$ cat src/rtl/ctx_pkg.sv
// ctx_pkg: shared sizes, context field offsets and loader FSM encoding
// Ports: none (package)
package ctx_pkg;
    localparam int CM_AW       = 6;
    localparam int CM_DW       = 60;
    localparam int IN_W        = 16;
    localparam int BEATS       = 4;
    localparam int BEAT_CW     = $clog2(BEATS);
    localparam int LAST_W      = CM_DW - (BEATS - 1) * IN_W;
    localparam int PAD_W       = IN_W - LAST_W;
    localparam int PE_CFG_W    = 7;
    localparam int DM_CTRL_W   = 8;
    localparam int DM_CTRL_LSB = 28;
    localparam logic [BEAT_CW-1:0] LAST_BEAT = BEAT_CW'(BEATS - 1);
    typedef enum logic [1:0] {ST_IDLE, ST_LOAD, ST_WRITE, ST_DONE} state_e;
endpackage

$ cat src/rtl/ctx_beat_packer.sv
// ctx_beat_packer: assembles BEATS stream beats into one context word, flags pad errors
// Ports: clk, rst_n (async active-low), clear_i restarts packing, beat_i/data_i one accepted beat,
//        word_o word including the current beat, full_o final beat accepted, pad_err_o nonzero pad bits
module ctx_beat_packer
    import ctx_pkg::*;
(
    input  logic             clk,
    input  logic             rst_n,
    input  logic             clear_i,
    input  logic             beat_i,
    input  logic [IN_W-1:0]  data_i,
    output logic [CM_DW-1:0] word_o,
    output logic             full_o,
    output logic             pad_err_o
);
    logic [BEAT_CW-1:0] cnt_q, cnt_d;
    logic [CM_DW-1:0]   word_q;

    always_comb begin
        word_o = word_q;
        full_o = beat_i && cnt_q == LAST_BEAT;
        // the final beat only carries LAST_W payload bits; the rest is pad and is dropped
        if (full_o) word_o[CM_DW-1 -: LAST_W] = data_i[LAST_W-1:0];
        else if (beat_i) word_o[cnt_q*IN_W +: IN_W] = data_i;
        pad_err_o = full_o && data_i[IN_W-1 -: PAD_W] != '0;
        cnt_d = clear_i ? '0 : cnt_q + BEAT_CW'(beat_i);
    end

    always_ff @(posedge clk or negedge rst_n) begin
        if (!rst_n) begin
            cnt_q  <= '0;
            word_q <= '0;
        end else begin
            cnt_q  <= cnt_d;
            word_q <= clear_i ? '0 : word_o;
        end
    end
endmodule

$ cat src/rtl/context_loader.sv
// context_loader: packs a 16-bit valid/ready stream into 60-bit words written to consecutive context addresses
// Ports: clk, rst_n (async active-low), start_i/base_addr_i/ctx_count_i load request,
//        in_valid_i/in_data_i/in_ready_o beat stream, wr_cm_en_o/cm_addr_o/wr_cm_data_o memory write,
//        busy_o load in progress, done_o end-of-load pulse, err_o sticky pad error
module context_loader
    import ctx_pkg::*;
(
    input  logic             clk,
    input  logic             rst_n,
    input  logic             start_i,
    input  logic [CM_AW-1:0] base_addr_i,
    input  logic [CM_AW:0]   ctx_count_i,
    input  logic             in_valid_i,
    input  logic [IN_W-1:0]  in_data_i,
    output logic             in_ready_o,
    output logic             wr_cm_en_o,
    output logic [CM_AW-1:0] cm_addr_o,
    output logic [CM_DW-1:0] wr_cm_data_o,
    output logic             busy_o,
    output logic             done_o,
    output logic             err_o
);
    state_e           state_q, state_d;
    logic [CM_AW-1:0] base_q, base_d, addr_q, addr_d;
    logic [CM_AW:0]   cnt_q, cnt_d, idx_q, idx_d;
    logic [CM_DW-1:0] data_q, data_d, word;
    logic             ready_q, ready_d, wr_q, wr_d, busy_q, busy_d, done_q, done_d, err_q, err_d;
    logic             clear, beat, full, pad_err;

    assign beat = in_valid_i & ready_q;

    ctx_beat_packer u_packer (
        .clk      (clk),
        .rst_n    (rst_n),
        .clear_i  (clear),
        .beat_i   (beat),
        .data_i   (in_data_i),
        .word_o   (word),
        .full_o   (full),
        .pad_err_o(pad_err)
    );

    always_comb begin
        state_d = state_q;
        base_d  = base_q;
        cnt_d   = cnt_q;
        idx_d   = idx_q;
        addr_d  = addr_q;
        data_d  = full ? word : data_q;
        err_d   = err_q | pad_err;
        clear   = 1'b0;
        case (state_q)
            ST_IDLE: if (start_i) begin
                base_d  = base_addr_i;
                cnt_d   = ctx_count_i;
                idx_d   = '0;
                err_d   = 1'b0;
                clear   = 1'b1;
                // an empty load still spends one busy cycle in WRITE (strobe suppressed) before DONE
                state_d = ctx_count_i == '0 ? ST_WRITE : ST_LOAD;
            end
            ST_LOAD: if (full) begin
                state_d = ST_WRITE;
                addr_d  = base_q + idx_q[CM_AW-1:0];
            end
            ST_WRITE: begin
                idx_d   = idx_q + 1'b1;
                state_d = (cnt_q == '0 || idx_d == cnt_q) ? ST_DONE : ST_LOAD;
            end
            default: state_d = ST_IDLE;
        endcase
        // outputs are registered from the next state so they line up with the state they describe
        ready_d = state_d == ST_LOAD;
        wr_d    = state_d == ST_WRITE && cnt_d != '0;
        busy_d  = state_d == ST_LOAD || state_d == ST_WRITE;
        done_d  = state_d == ST_DONE;
    end

    always_ff @(posedge clk or negedge rst_n) begin
        if (!rst_n) begin
            state_q <= ST_IDLE;
            base_q  <= '0;
            cnt_q   <= '0;
            idx_q   <= '0;
            addr_q  <= '0;
            data_q  <= '0;
            ready_q <= 1'b0;
            wr_q    <= 1'b0;
            busy_q  <= 1'b0;
            done_q  <= 1'b0;
            err_q   <= 1'b0;
        end else begin
            state_q <= state_d;
            base_q  <= base_d;
            cnt_q   <= cnt_d;
            idx_q   <= idx_d;
            addr_q  <= addr_d;
            data_q  <= data_d;
            ready_q <= ready_d;
            wr_q    <= wr_d;
            busy_q  <= busy_d;
            done_q  <= done_d;
            err_q   <= err_d;
        end
    end

    assign in_ready_o   = ready_q;
    assign wr_cm_en_o   = wr_q;
    assign cm_addr_o    = addr_q;
    assign wr_cm_data_o = data_q;
    assign busy_o       = busy_q;
    assign done_o       = done_q;
    assign err_o        = err_q;
endmodule

$ cat config.mk
export PLATFORM = sky130hd
export DESIGN_NAME = context_loader
export DESIGN_NICKNAME = d
export VERILOG_FILES = /design/src/rtl/ctx_pkg.sv /design/src/rtl/ctx_beat_packer.sv /design/src/rtl/context_loader.sv
export SDC_FILE = /design/constraint.sdc
export NUM_CORES = 1
export LEC_CHECK = 0
export ABC_AREA = 1
export ABC_CLOCK_PERIOD_IN_PS = 2500
export BUFFER_PORTS_ARGS = -buffer_cell sky130_fd_sc_hd__buf_2
export CAP_MARGIN = 20
export CELL_PAD_IN_SITES_DETAIL_PLACEMENT = 1
export CELL_PAD_IN_SITES_GLOBAL_PLACEMENT = 1
export CORE_MARGIN = 1
export CORE_UTILIZATION = 40
export CTS_BUF_LIST = sky130_fd_sc_hd__clkbuf_8
export CTS_CLUSTER_DIAMETER = 120
export CTS_CLUSTER_SIZE = 12
export DETAILED_ROUTE_END_ITERATION = 8
export PLACE_DENSITY_LB_ADDON = 0.1
export SYNTH_ARGS = -nofsm -noshare
export SYNTH_HDL_FRONTEND = slang
export SYNTH_HIERARCHICAL = 1
export SYNTH_SLANG_ARGS = --single-unit
$ cat constraint.sdc
create_clock -name clk -period 2.5 [get_ports clk]
set_input_delay 0.5 -clock clk [delete_from_list [all_inputs] [get_ports clk]]
set_output_delay 0.5 -clock clk [all_outputs]
set_load 0.03 [all_outputs]
==> metrics, run 1 <==
Mapped Cells=just under 900; htree depth=4; RSZ-0062 raised after global routing=false; CTS resizes=0; Max-Cap Viols=0; dominant cells by area after synthesis=dfrtp_1, nand2_1, mux2_2, inv_1, nor2_1; clk buf depth=2; number of enable flip-flop cells after synthesis=0; largest net degree at the start of global routing=57; routed len/inst=15.16 um; Syn Nets=942; r2r setup slk=between 0.4 and 0.5 ns; Worst Skew=between 0.015 and 0.02 ns; Iteration-0 DRC Markers=roughly 320; minimum clock period=2.095 ns; DIE AREA=0.01918 mm^2; Netlist cell types=29; Synth Register Bits=155; syn avg cell area=8.346 um^2; Critical Path RT=approximately 2.9 ns; count leader, synth=nand2_1; initial antenna violation count=0; final count of negative-setup-slack endpoints=0; Post-CTS Setup Bufs=0; fmax=477.4 MHz; Synth area leader=dfrtp_1; drt first pass iters=6; # rows=49; Final Hold Fails=0; Initial Utilization=41.21%; Chip Height=138.5 um; worst-path fanout max=6; vias per inst=4.638; worst rel slew slack=between 60% and 70%; Overall Global Routing Usage=roughly a fifth; CTS buffer count=17; PD cells=1290 mW/mm^2; area grow syn2layout=16.92%; status=complete, but fails checks; leading cell types by count after synthesis=nand2_1, inv_1, dfrtp_1; port bufs=103; hold_buf cts=0; Async SR Flop Fraction=100.0%; Crit Path Class=flop to flop; first-pass GRT wire length=31.66 mm; setup_tns=0 ns; DP HPWL=around 13 mm; Clock Sinks=155; number of global-route vias before repair=6028; via count=5751; I/O pin cnt=104; # nets final=1048; Final period util=83.78%; CTS tree=built; Seq/Total Area, Yosys=52.04%; CTS clk-pin slew, worst paths=0.08 ns; worst-margin pin slew=0.5648 ns; crit end category=flop; Cell Area, Synth=0.007453 mm^2; routability cong.=~0.8; share of post-route cells with drive strength above 1=21.56%; startpoint types=flop; worst hold-check path type=input pin to asynchronous set/reset pin; Post-Place Cells=roughly 1200; failing checks=DRC; core area=between 0.015 and 0.02 mm^2; Ant. Diodes=0; ANT nets after route=0; Remaining DRCs=10; Routed WL=18.80 mm; CP arrival=around 2.5 ns; prevailing post-synth register cell=dfrtp_1; Max Slew Vio Count=0; root buffer cell=clkbuf_8; final cell count without fillers=1240; total grt overflow=0; Yosys top cell area share=52.04%; # fillers=2190; clk_lat worst skew=0.46 ns; yosys warns=6; Die W=138.5 um; VDD IR max=701.1 uV; Static Leakage=0.005144 uW
[flip-flops by register name (all words and copies together), names as in the netlist]
signal and cells:
busy_o 1, u_packer/cnt_q 2, state_q 2, idx_q 7, cnt_q 7, done_o 1, in_ready_o 1, u_packer/word_q 60
cm_addr_o 6, wr_cm_en_o 1, err_o 1, wr_cm_data_o 60, base_q 6
[metrics by stage]
stage          worst slack, ns  hold slack [ns]  total power (uW)  area, um^2  util, %
3_5_place_dp            0.4006           0.4678              9056        8242    45.57
3_3_place_gp            0.4810           0.4679              8903        8242    45.57
4_1_cts                 0.3772        0.0009932             11400        8715    48.18
6_report                0.4054         0.007389             11240        8715    48.18
2_1_floorplan           0.3299           0.2044              7603        7453        -
5_1_grt                 0.1609          0.02551             12150        8715    48.18
[per-layer routing]
metal,routed length (um),GRT usage (%),vias to the layer above
met3,382,3.048,17
met4,238,6.564,0
met2,9129,35.64,80
met5,0,0,-
li1,-,-,2852
met1,9048,28.14,2802
[cells by family (layout without fill, tap and decap cells)]
kind of cell | after synthesis | count (layout) | share of synthesized area (%)
AOI/OAI and AO/OA | 37 | 37 | 2.636
muxes | 60 | 60 | 9.065
DFF | 155 | 155 | 52.04
adders and majority gates | 16 | 16 | 2.787
and+or+nand+nor | 407 | 407 | 21.52
buffers and inverters | 211 | 329 | 11.13
xor gates and xnor gates | 7 | 7 | 0.8226
[final timing paths]
check / cells after the start / from / to
max in group asynchronous: 2 / rst_n / err_o
max reg2reg: 12 / idx_q[0] / wr_cm_en_o
min: 1 / rst_n / wr_cm_data_o[44]
min in group clk: 3 / base_addr_i[4] / base_q[4]
max: 12 / idx_q[0] / wr_cm_en_o
min reg2reg: 2 / cm_addr_o[0] / cm_addr_o[0]
[area by class of cell]
cell class / count / area (um^2) / share of cell area, %
clock buffers: 18 / 247.7 / 2.843
clock inverters: 13 / 225.2 / 2.584
well taps: 229 / 286.5 / 3.288
multi-input cells: 527 / 2745 / 31.50
flip-flops and latches: 155 / 3879 / 44.51
inverters: 181 / 679.4 / 7.796
repair buffers: 117 / 651.9 / 7.480
[cell usage in the layout (no fill, tap or decap), drive strengths merged]
| master | count |
|---|---|
| o31a | 1 |
| nand4 | 2 |
| bufinv | 6 |
| nand2 | 286 |
| clkinv | 2 |
| ha | 15 |
| a211oi | 1 |
| xor2 | 4 |
| inv | 185 |
| a21oi | 4 |
| fa | 1 |
| xnor2 | 3 |
| clkbuf | 18 |
| buf | 117 |
| nor4 | 2 |
| mux2 | 60 |
| clkinvlp | 1 |
| dfrtp | 155 |
| nand3 | 15 |
| o22ai | 4 |
| nor3 | 2 |
| nor2 | 100 |
| o21ai | 27 |
[worst max-delay path, stage by stage, from the launching register on]
cell,delay [ns]
dfrtp_1,0.46
ha_1,0.36
xnor2_1,0.17
nand2_1,0.08
nor2_1,0.14
nand2_1,0.07
nor2_1,0.09
nand2_1,0.06
nand2_1,0.08
nand2_1,0.06
nand2_1,0.13
ha_1,0.17
o31a_1,0.16
[power by group]
group | internal, uW | total (uW) | switching [uW]
clock network | 1310 | 2280 | 975
logic | 1650 | 4970 | 3320
registers | 3520 | 3990 | 478
Power figures use the tool's default switching activity.
==> inputs of run 2 (changes only) <==
--- a/config.mk
+++ b/config.mk
@@ -6,7 +6,7 @@
 export NUM_CORES = 1
 export LEC_CHECK = 0
 export ABC_AREA = 1
-export ABC_CLOCK_PERIOD_IN_PS = 2500
+export ABC_CLOCK_PERIOD_IN_PS = 2050
 export BUFFER_PORTS_ARGS = -buffer_cell sky130_fd_sc_hd__buf_2
 export CAP_MARGIN = 20
 export CELL_PAD_IN_SITES_DETAIL_PLACEMENT = 1
==> constraint.sdc (replaced) <==
create_clock -name clk -period 2.05 [get_ports clk]
set_input_delay 0.41 -clock clk [delete_from_list [all_inputs] [get_ports clk]]
set_output_delay 0.41 -clock clk [all_outputs]
set_load 0.03 [all_outputs]
==> run 2 against run 1 <==
Effect of this change:
- global-route usage rose by 0.089 points
- fmax rose by 11%
- critical path type unchanged
- sequential cell count did not move
- core utilization rose by 0.43 points
- largest power group unchanged
- worst hold slack improved by 0.13 ns
- the run still ends with DRC left
- total power rose by 19%
- critical endpoint is now wr_cm_data_o[47]
- via count rose by 1.6%
- highest routed layer unchanged
==> metrics, run 2 (synthesis results as in run 1) <==
initial antenna violation count=1; hold path start=base_addr_i[0]; Max-Cap Viols=0; Max Slew Vio Count=0; worst hold-check path type=input pin to flop; largest net degree at the start of global routing=53; I/O pin cnt=104; Int Pwr=around 7500 uW; delay-heaviest family, CP=flip-flops; CP max stage cell=dfrtp_2; crit end category=flop; Chip Height=138.5 um; routability cong.=about 0.77; Critical Path RT=approximately 2.4 ns; htree depth=4; failing checks=DRC; clk_lat worst skew=0.46 ns; worst rel slew slack=about 64%; CP arrival=2.24 ns; Worst Setup SP=u_packer/cnt_q[0]; Remaining DRCs=20; CTS tree=built; total grt overflow=0; VDD IR max=671.4 uV; DP HPWL=13.75 mm; commonest non-fill, non-tap cell in the layout=nand2_1; worst-margin pin slew=0.5360 ns; Static Leakage=0.005158 uW; PD cells=1520 mW/mm^2; DIE AREA=0.01918 mm^2; final count of negative-setup-slack endpoints=0; first-pass GRT wire length=about 32 mm; Initial Utilization=around two fifths; most frequent cells in the layout=nand2_1, inv_1, dfrtp_1; # rows=a little under 50; port bufs=about 100; startpoint types=flop; vias per inst=roughly 4.7; reg2reg start=u_packer/cnt_q[0]; # nets final=1057; root buffer cell=clkbuf_8; CTS clk-pin slew, worst paths=0.08 ns; Seq pwr share=36.6%; critical path depth=10; CTS buffer count=17; total power=13370 uW; Comb power frac=46.8%; minimum clock period=1.894 ns; Critical Path Max Stage Delay=0.48 ns; Final Hold Fails=0; area grow syn2layout=17.96%; routed len/inst=about 15 um; ANT nets after route=0; Worst Skew=about 0.01 ns; cells on worst reg2reg path=10; Clk pwr share=16.7%; Clock Sinks=155; worst-path fanout max=16; status=complete, but fails checks; hold path depth=3; clk buf depth=2; Crit Path Class=flop to flop; Sw Ratio=43.97%; share of post-route cells with drive strength above 1=23.02%; fmax=527.9 MHz; Iteration-0 DRC Markers=229; core area=0.01809 mm^2; # fillers=~2200; WP buf/inv=4; post-route core utilization=48.61%; number of global-route vias before repair=6092; Routed WL=19.09 mm; worst path cell trace=inv_1 > ha_1 > inv_1 > nor2_4 > buf_12 > nand2_1 > nand2_1 > nand2_1 > inv_1 > mux2_2; Die W=138.5 um; drt first pass iters=6; WHS=0.1388 ns; Overall Global Routing Usage=21.24%; P_sw=5877 uW; Final period util=92.41%; via count=roughly 5800
run 2: cell count changes in the layout (fill, tap and decap cells not counted), moves of 3 or more:
| cell | previous run | this run |
|---|---|---|
| nor2_2 | 3 | 0 |
| clkinvlp_4 | 1 | 4 |
| buf_4 | 12 | 15 |
| nor2_4 | 3 | 6 |
| buf_12 | 2 | 7 |
| clkinv_2 | 0 | 5 |
| bufinv_16 | 6 | 1 |
run 2: layout make-up:
| class | instances | area (um^2) | share of cell area (%) |
|---|---|---|---|
| inverters | 181 | 679.4 | 7.727 |
| multi-input cells | 527 | 2785 | 31.68 |
| well taps | 229 | 286.5 | 3.259 |
| repair buffers | 126 | 784.5 | 8.923 |
| clock inverters | 12 | 97.59 | 1.110 |
| clock buffers | 20 | 275.3 | 3.131 |
| diodes | 1 | 2.502 | 0.02846 |
| flip-flops and latches | 155 | 3881 | 44.14 |
run 2: final timing paths:
check / endpoint / slack (ns)
setup / recovery: wr_cm_data_o[47] / 0.16
hold / removal: base_q[0] / 0.14
setup reg to reg: wr_cm_data_o[47] / 0.16
hold reg to reg: cm_addr_o[0] / 0.49
max in group asynchronous: in_ready_o / 0.93
min in group asynchronous: wr_cm_data_o[43] / 0.48
run 2: worst min-delay path: cells and delay by family:
kind	cells	cell delay, ns
buf+inv	1	0.07
simple gates	2	0.08
run 2: layer usage:
layer  vias to the layer above  part of all wire, %  global-route usage, %  wire length (um)
met4                         0                  1.1                  5.855               219
met3                        15                  3.2                  4.018               614
met1                      2870                   47                  27.74              9007
li1                       2868                    -                      -                 -
met2                        89                   48                  36.04              9249
met5                         -                    0                      0                 0
run 2: timing repair:
action / 4_1_cts / 5_1_grt
endpoints found under the hold margin: 48 / 0
setup endpoints to repair: 6 / 41
resized for setup: 2 / 6
hold buffers: 1 / 0
pin swaps: 0 / 3
buffers inserted: 0 / 3
run 2: power groups by stage:
stage               clock network (uW)  registers [uW]  logic [uW]
CTS                               2300            4900        6230
global route                      2410            5040        7010
finish                            2230            4890        6250
floorplan                            0            5950        3330
detailed placement                   0            4950        6170
global placement                     0            4890        6030
run 2: metrics by stage:
| step | setup WS (ns) | instance area (um^2) | TNS, ns | std cells |
|---|---|---|---|---|
| 2_1_floorplan | 0.03452 | 7458 | 0 | 893 |
| 3_3_place_gp | 0.06419 | 8333 | 0 | 1214 |
| 3_5_place_dp | -0.0006910 | 8333 | -0.0006910 | 1214 |
| 4_1_cts | 0.05230 | 8726 | 0 | 1247 |
| 5_1_grt | -0.01310 | 8790 | -0.01310 | 1250 |
| 6_report | 0.1557 | 8792 | 0 | 1251 |
